## src/rtl/cnn_window_ctrl.sv

```systemverilog
// ---------------------------------------------------------------------------
// cnn_window_ctrl
//   Sequencing controller for a 3x3 CNN line buffer. Accepts a raster-order
//   pixel stream (valid/ready), strobes the line buffer write, tracks the
//   row/column of the incoming pixel and raises a window-valid flag with the
//   window centre coordinates once a full 3x3 neighbourhood is stored.
//   The upstream stream is back-pressured while a window waits to be taken.
//   An abort mid-row issues dummy write strobes to the end of the row so the
//   line buffer's own column pointer lands back on column 0.
//
// Ports
//   clk, rst_n      clock, asynchronous active-low reset
//   start_i         one-cycle pulse, begins a frame when idle
//   abort_i         synchronous abort of the current frame
//   in_valid_i      upstream pixel valid
//   in_ready_o      controller can accept a pixel
//   lb_valid_o      line buffer write strobe
//   win_valid_o     3x3 window available
//   win_ready_i     downstream takes the window
//   win_row_o/col_o window centre coordinates
//   busy_o          frame in progress (any state but idle)
//   done_o          one-cycle pulse at frame completion
// ---------------------------------------------------------------------------
module cnn_window_ctrl #(
  parameter int WIDTH  = 28,
  parameter int HEIGHT = 28,
  parameter int CNT_W  = 10
) (
  input  logic             clk,
  input  logic             rst_n,
  input  logic             start_i,
  input  logic             abort_i,
  input  logic             in_valid_i,
  output logic             in_ready_o,
  output logic             lb_valid_o,
  output logic             win_valid_o,
  input  logic             win_ready_i,
  output logic [CNT_W-1:0] win_row_o,
  output logic [CNT_W-1:0] win_col_o,
  output logic             busy_o,
  output logic             done_o
);

  typedef enum logic [1:0] {S_IDLE, S_RUN, S_LAST, S_FLUSH} state_e;

  localparam logic [CNT_W-1:0] COL_MAX = CNT_W'(WIDTH - 1);
  localparam logic [CNT_W-1:0] ROW_MAX = CNT_W'(HEIGHT - 1);
  localparam logic [CNT_W-1:0] ONE     = CNT_W'(1);
  localparam logic [CNT_W-1:0] TWO     = CNT_W'(2);

  state_e           state_q, state_d;
  logic [CNT_W-1:0] row_q, row_d;
  logic [CNT_W-1:0] col_q, col_d;
  logic             win_valid_q, win_valid_d;
  logic [CNT_W-1:0] win_row_q, win_row_d;
  logic [CNT_W-1:0] win_col_q, win_col_d;
  logic             done_q, done_d;

  logic accept;
  logic win_hs;
  logic col_last;
  logic row_last;

  assign win_hs   = win_valid_q && win_ready_i;
  assign col_last = (col_q == COL_MAX);
  assign row_last = (row_q == ROW_MAX);

  always_ff @(posedge clk or negedge rst_n) begin
    if (!rst_n) begin
      state_q     <= S_IDLE;
      row_q       <= '0;
      col_q       <= '0;
      win_valid_q <= 1'b0;
      win_row_q   <= '0;
      win_col_q   <= '0;
      done_q      <= 1'b0;
    end else begin
      state_q     <= state_d;
      row_q       <= row_d;
      col_q       <= col_d;
      win_valid_q <= win_valid_d;
      win_row_q   <= win_row_d;
      win_col_q   <= win_col_d;
      done_q      <= done_d;
    end
  end

  always_comb begin
    state_d     = state_q;
    row_d       = row_q;
    col_d       = col_q;
    win_valid_d = win_valid_q;
    win_row_d   = win_row_q;
    win_col_d   = win_col_q;
    done_d      = 1'b0;

    // Ready only depends on registered state and the consumer, so it can
    // never form a loop with an upstream that waits on ready.
    in_ready_o  = (state_q == S_RUN) && !(win_valid_q && !win_ready_i);
    // An abort cycle writes nothing: the flush that follows counts strobes
    // from the column the abort was seen at.
    accept      = in_ready_o && in_valid_i && !abort_i;
    lb_valid_o  = accept || (state_q == S_FLUSH);
    busy_o      = (state_q != S_IDLE);

    // A taken window clears; a new window set below overrides this, giving
    // back-to-back windows at one per cycle.
    if (win_hs) win_valid_d = 1'b0;

    unique case (state_q)
      S_IDLE: begin
        if (start_i) begin
          state_d = S_RUN;
          row_d   = '0;
          col_d   = '0;
        end
      end

      S_RUN, S_LAST: begin
        if (abort_i) begin
          win_valid_d = 1'b0;
          if (col_q == '0) begin
            state_d = S_IDLE;
            row_d   = '0;
          end else begin
            state_d = S_FLUSH;
          end
        end else if (state_q == S_RUN) begin
          if (accept) begin
            // Pixel (r,c) completes the window centred on (r-1,c-1).
            if (row_q >= TWO && col_q >= TWO) begin
              win_valid_d = 1'b1;
              win_row_d   = row_q - ONE;
              win_col_d   = col_q - ONE;
            end
            if (col_last) begin
              col_d = '0;
              if (row_last) begin
                state_d = S_LAST;
                row_d   = '0;
              end else begin
                row_d   = row_q + ONE;
              end
            end else begin
              col_d = col_q + ONE;
            end
          end
        end else if (win_hs) begin
          // Final window taken: frame complete.
          done_d  = 1'b1;
          state_d = S_IDLE;
          row_d   = '0;
          col_d   = '0;
        end
      end

      S_FLUSH: begin
        // One dummy strobe per cycle up to and including the last column.
        if (col_last) begin
          state_d = S_IDLE;
          row_d   = '0;
          col_d   = '0;
        end else begin
          col_d   = col_q + ONE;
        end
      end

      default: state_d = S_IDLE;
    endcase
  end

  assign win_valid_o = win_valid_q;
  assign win_row_o   = win_row_q;
  assign win_col_o   = win_col_q;
  assign done_o      = done_q;

endmodule

```

## config.mk

```make
export PLATFORM = sky130hd
export DESIGN_NAME = cnn_window_ctrl
export DESIGN_NICKNAME = d
export VERILOG_FILES = /design/src/rtl/cnn_window_ctrl.sv
export SDC_FILE = /design/constraint.sdc
export NUM_CORES = 1
export LEC_CHECK = 0
export BUFFER_PORTS_ARGS = -buffer_cell sky130_fd_sc_hd__buf_2
export CAP_MARGIN = 20
export CORE_ASPECT_RATIO = 0.8
export CORE_MARGIN = 4
export CORE_UTILIZATION = 35
export DETAILED_ROUTE_END_ITERATION = 16
export GPL_TIMING_DRIVEN = 0
export SETUP_SLACK_MARGIN = 0.1
export SLEW_MARGIN = 20
export SYNTH_ARGS = -nofsm -noshare
export SYNTH_HDL_FRONTEND = slang
export SYNTH_SLANG_ARGS = --single-unit
```

## constraint.sdc

```tcl
create_clock -name clk -period 3.9 [get_ports clk]
set_input_delay 0.585 -clock clk [delete_from_list [all_inputs] [get_ports clk]]
set_output_delay 0.585 -clock clk [all_outputs]
set_load 0.02 [all_outputs]
```

* After elaboration in Yosys (flattened, before gate mapping)
Cells that the tools add are included.
** Word-level totals
- Register bits :: 44
- Input bits :: 6
- Output and inout port bits :: 25
- Word-level logic and storage cells :: 82
** Operators by class
- $add $sub $neg :: 4
- Magnitude comparators :: 2
- Equality and inequality tests :: 15
- Mux-type cells :: 35
- Bitwise logic cells :: 1
- Reductions and logical operators :: 18
** Operators with widths (count)
- $mux 10 :: 13
- $pmux 10 s3 :: 2
- $add 10x1->10 const B :: 2
- $eq 10x5->1 const B :: 2
- $ge 10x2->1 const B :: 2
- $sub 10x1->10 const B :: 2
- $mux 2 :: 9
- $ne 4x4->1 const B :: 4
- $reduce_and 6->1 :: 2
- $logic_not 10->1 :: 1
- $mux 1 :: 10
- $ne 3x3->1 const B :: 3
- $logic_and 1x1->1 :: 6
- $ne 2x2->1 const B :: 3
- $pmux 2 s3 :: 1
- $reduce_and 5->1 :: 1
- $eq 2x2->1 const B :: 2
- $reduce_and 4->1 :: 1
- $logic_not 1->1 :: 3
- $eq 2x1->1 const B :: 1
- $logic_not 2->1 :: 1
- $reduce_bool 2->1 :: 1
- $reduce_or 2->1 :: 1
- $logic_or 1x1->1 :: 1
- $not 1->1 :: 1

* Longest topological paths before layout
- Depth in word-level cells :: 10
- Gate-level depth with buffers :: 10
- Gate-level depth less buffers :: 7

* Worst setup path before layout
Ideal clock, no wire load.
- Path type :: reg2reg
- Start point :: register col_q[7]
- End point :: register row_q[1]
- Setup time :: 125 ps
- Arrival time :: 2221 ps
- Data required time :: 3775 ps
- Setup slack :: 1554 ps
- Stages on the path, launching flop included :: 8
- Path buffers :: 2
- Period minus slack after synthesis :: 2346 ps
- Cells stage by stage :: dfrtp_1 > buf_6 > or4_4 > nor3_4 > a32oi_2 > or3_1 > buf_6 > mux2_4
** Between the ends
- Word-level cells in the longest chain between the ends :: 3
** RTL lines
- from (decl) :: line 53 : logic [CNT_W-1:0] col_q, col_d;
- from (signal assigned) :: line 80 : col_q <= col_d;
- $eq 10x5->1 or $logic_not 10->1 (tied branches) :: line 65, 122
- $ne 4x4->1 (no line), or another cell as far along
- $reduce_and 6->1 (no line) *
- to (signal assigned) :: line 79 : row_q <= row_d;
- to (decl) :: line 52 : logic [CNT_W-1:0] row_q, row_d;
Mark *: on every way between the ends. The rest lies on a longest branch, timed or not.
A chain may end at the register's enable or synchronous reset.

* Final worst setup path
- Start point :: register state_q[0]
- End point :: register win_col_q[3], in the netlist win_col_o[3]
** Between the ends
- Word-level cells in the longest chain between the ends :: 5
** RTL lines
- from (decl) :: line 51 : state_e state_q, state_d;
- from (signal assigned) :: line 78 : state_q <= state_d;
- $eq 2x1->1 :: line 99, 110, 128
- $logic_and 1x1->1 :: line 99 : in_ready_o = (state_q == S_RUN) && !(win_valid_q && !win_ready_i);
- $logic_and 1x1->1 (2 in a row) :: line 102 : accept = in_ready_o && in_valid_i && !abort_i;
- $reduce_and 5->1 (no line) *
- to (signal assigned) :: line 83 : win_col_q <= win_col_d;
- to (decl) :: line 56 : logic [CNT_W-1:0] win_col_q, win_col_d;
Marks and branches as above.

==> results.py <==
metrics = {
    "layout": {
        "layout-drive-gt1-share": 0.1976,
        "final_common_cell": "dfrtp_1",
        "fin_cells": 434,
        "finalNetCount": 346,
        "diodes": 0,
        "area_growth_pct": 14.67,
        "fin_util": 0.4180,
        "design_area_um2": 3119,
        "final_cell_mix": "dfrtp_1 (44), buf_2 (33), nor2_1 (33)",
    },
    "yosys": {
        "synth_area_um2": 2720,
        "yosysTopAreaCell": "dfrtp_1",
        "yosys.area.top_type_share": 0.4048,
        "synth-seq-cells": 44,
        "syn_avg_cell_area_um2": 9.347,
        "yosys-top-cells-area": "dfrtp_1 (40%), ha_1 (5.5%), nor2_1 (4.6%)",
        "async_flop_share": 1.000,
        "syn_inst": 291,
        "ys.flop_type": "dfrtp_1",
        "ys_warn_count": 0,
        "synth-edff-count": 0,
        "ys_seq_area_frac": 0.4048,
        "synth_fp_nets": 309,
        "ys_types": 54,
    },
    "global_routing": {
        "track_usage": 0.1526,
        "grt_pass1_wl_mm": 11.28,
        "antenna_found_initial": 0,
        "grt_max_degree": 45,
        "grt-ovfl-total": 0,
        "grt_pass1_vias": 2190,
    },
    "clock_tree": {
        "cts_setup_buffers": 0,
        "cts_max_level": 2,
        "clockBufferDepth": 2,
        "cts_buffers": 5,
        "cts_resized": 0,
        "clkLatencyLatePin_ns": 0.30,
        "clkTransAtPathRegs_ns": 0.09,
        "postCtsHoldBufs": 0,
        "cts_root_buf": "clkbuf_8",
        "cts.sinks": 44,
        "cts_tree": "done",
    },
    "timing": {
        "report.final.slew_viol_count": 0,
        "setup_violations": 0,
        "fin_skew_ns": 0.003168,
        "slew_headroom": 0.5097,
        "hold_viol": 0,
        "tightestPinTransition_ns": 0.7343,
        "max_freq_ghz": 0.3493,
        "finalCriticalPeriod_ns": 2.863,
        "rsz0062_at_grt": "no",
        "final.period_utilization": 0.7341,
        "finalSetupTns_ns": 0,
    },
    "drt": {
        "ant_nets": 0,
        "firstDrtPassIters": 4,
        "drc": 0,
        "wl_per_cell_um": 15.09,
        "route.vias.total": 2271,
        "drt_iter0_markers": 152,
        "viasPerCell": 5.233,
        "finalWirelength_mm": 6.550,
    },
    "critical_path": {
        "cp.required_ns": 4.04,
        "rrSetupSlack_ns": 1.04,
        "critPathSlowestCell": "buf_1",
        "r2r_start": "state_q[0]",
        "r2r_cells": 8,
        "worstSetupEndpointType": "flip-flop",
        "path_class": "flip-flop to flip-flop",
        "slowest_delay_ns": 0.53,
        "r2r-end": "win_col_o[3]",
        "cp-start-kind": "flip-flop",
        "cp_max_fo": 10,
        "path_cells": "inv_1, ha_1, nand2_1, nor2_1, nor4b_1, clkbuf_1, buf_1, a31oi_1",
        "crit_arrival_ns": 3.01,
    },
    "power": {
        "leakage_uw": 0.001412,
        "ir_worst_vdd_v": 0.0002005,
        "p_per_area_nw_per_um2": 530.9,
    },
    "die": {
        "die_h_um": 86.85,
        "core_um2": 7462,
        "initial_core_util": 0.3645,
        "rows": 28,
        "dieArea_um2": 9255,
        "die_w_um": 106.6,
        "ioPinCount": 31,
    },
    "worst_hold_path": {
        "worstHoldPathType": "primary input to asynchronous set/reset pin",
    },
    "placed_design": {
        "dp.cells": 426,
        "port_buffers": 30,
        "dp_hpwl_mm": 4.732,
        "gp_congestion": 0.8402,
        "placed_area_um2": 3002,
    },
    "job": {
        "cap_violations": 0,
    },
    "status": {
        "status": "finished clean",
    },
}
through the flow:
step	hold slack, ns	setup WS, ns	power (uW)
global route	0.3158	0.7499	1778
detailed placement	0.5196	1.033	1286
floorplan	0.2894	1.554	1104
finish	0.2747	1.037	1656
global placement	0.5086	1.044	1288
CTS	0.4797	1.026	1663
worst max path at each step:
stage	from	end	slack, ns	depth (start not counted)
after floorplan	col_q[7]	row_q[1]	1.55	7
after global placement	state_q[0]	win_col_o[3]	1.04	8
after detailed placement	state_q[0]	win_col_o[3]	1.03	8
after CTS	state_q[0]	win_col_o[3]	1.03	8
after global routing	state_q[0]	win_col_o[3]	0.75	8
final	state_q[0]	win_col_o[3]	1.04	8
state kept, by name, summed over array words and instances (netlist names):
| signal | cells |
|---|---|
| win_valid_o | 1 |
| state_q | 2 |
| win_row_o | 10 |
| row_q | 10 |
| col_q | 10 |
| win_col_o | 10 |
| done_o | 1 |
critical path, delay by kind of cell (launching register included):
kind | cells | cell delay (ns)
buffers and inverters | 3 | 1.09
AOI/OAI and AO/OA | 1 | 0.19
and+or+nand+nor | 3 | 0.64
adders and majority gates | 1 | 0.40
DFF | 1 | 0.38
Yosys cell counts, types with 5 or more instances:
cell type and count:
ha_1 12, nor2_1 33, inv_1 12, o2bb2ai_1 8
nand4_1 5, nor4_1 7, xnor2_1 11, o31ai_1 7
dfrtp_1 44, a21oi_1 18, nand3_1 12, clkbuf_1 12
o21ai_0 10, nor3_1 8, a22oi_1 6, nand2_1 14
cell families after synthesis:
kind of cell | synth area share
adder cells (fa/ha/maj) | 0.05520
multiplexers | 0.02852
AND/OR/NAND/NOR | 0.2208
AO/OA/AOI/OAI | 0.1812
buffers and inverters | 0.06117
flip-flops | 0.4048
XOR/XNOR | 0.04830
cell type report:
cell class | count | area [um2]
repair buffers | 30 | 152.6
multi-input cells | 213 | 1453
well taps | 105 | 131.4
fillers | 712 | 4343
inverters | 12 | 45.04
clock inverters | 3 | 46.29
plain buffers | 22 | 121.4
clock buffers | 5 | 68.82
flip-flops and latches | 44 | 1101
metal layers:
layer,up-vias,track usage,share of wire
met4,0,0.04413,0.0082
met1,1089,0.2428,0.53
met5,-,0,0
met2,52,0.2080,0.41
li1,1126,-,-
met3,4,0.02669,0.048
power by group:
part	total [uW]	internal, uW	switching (uW)
sequential	520	488	32.6
clock	370	193	177
combinational	766	301	465
total	1660	982	674
(Power assumes the default switching activity.)
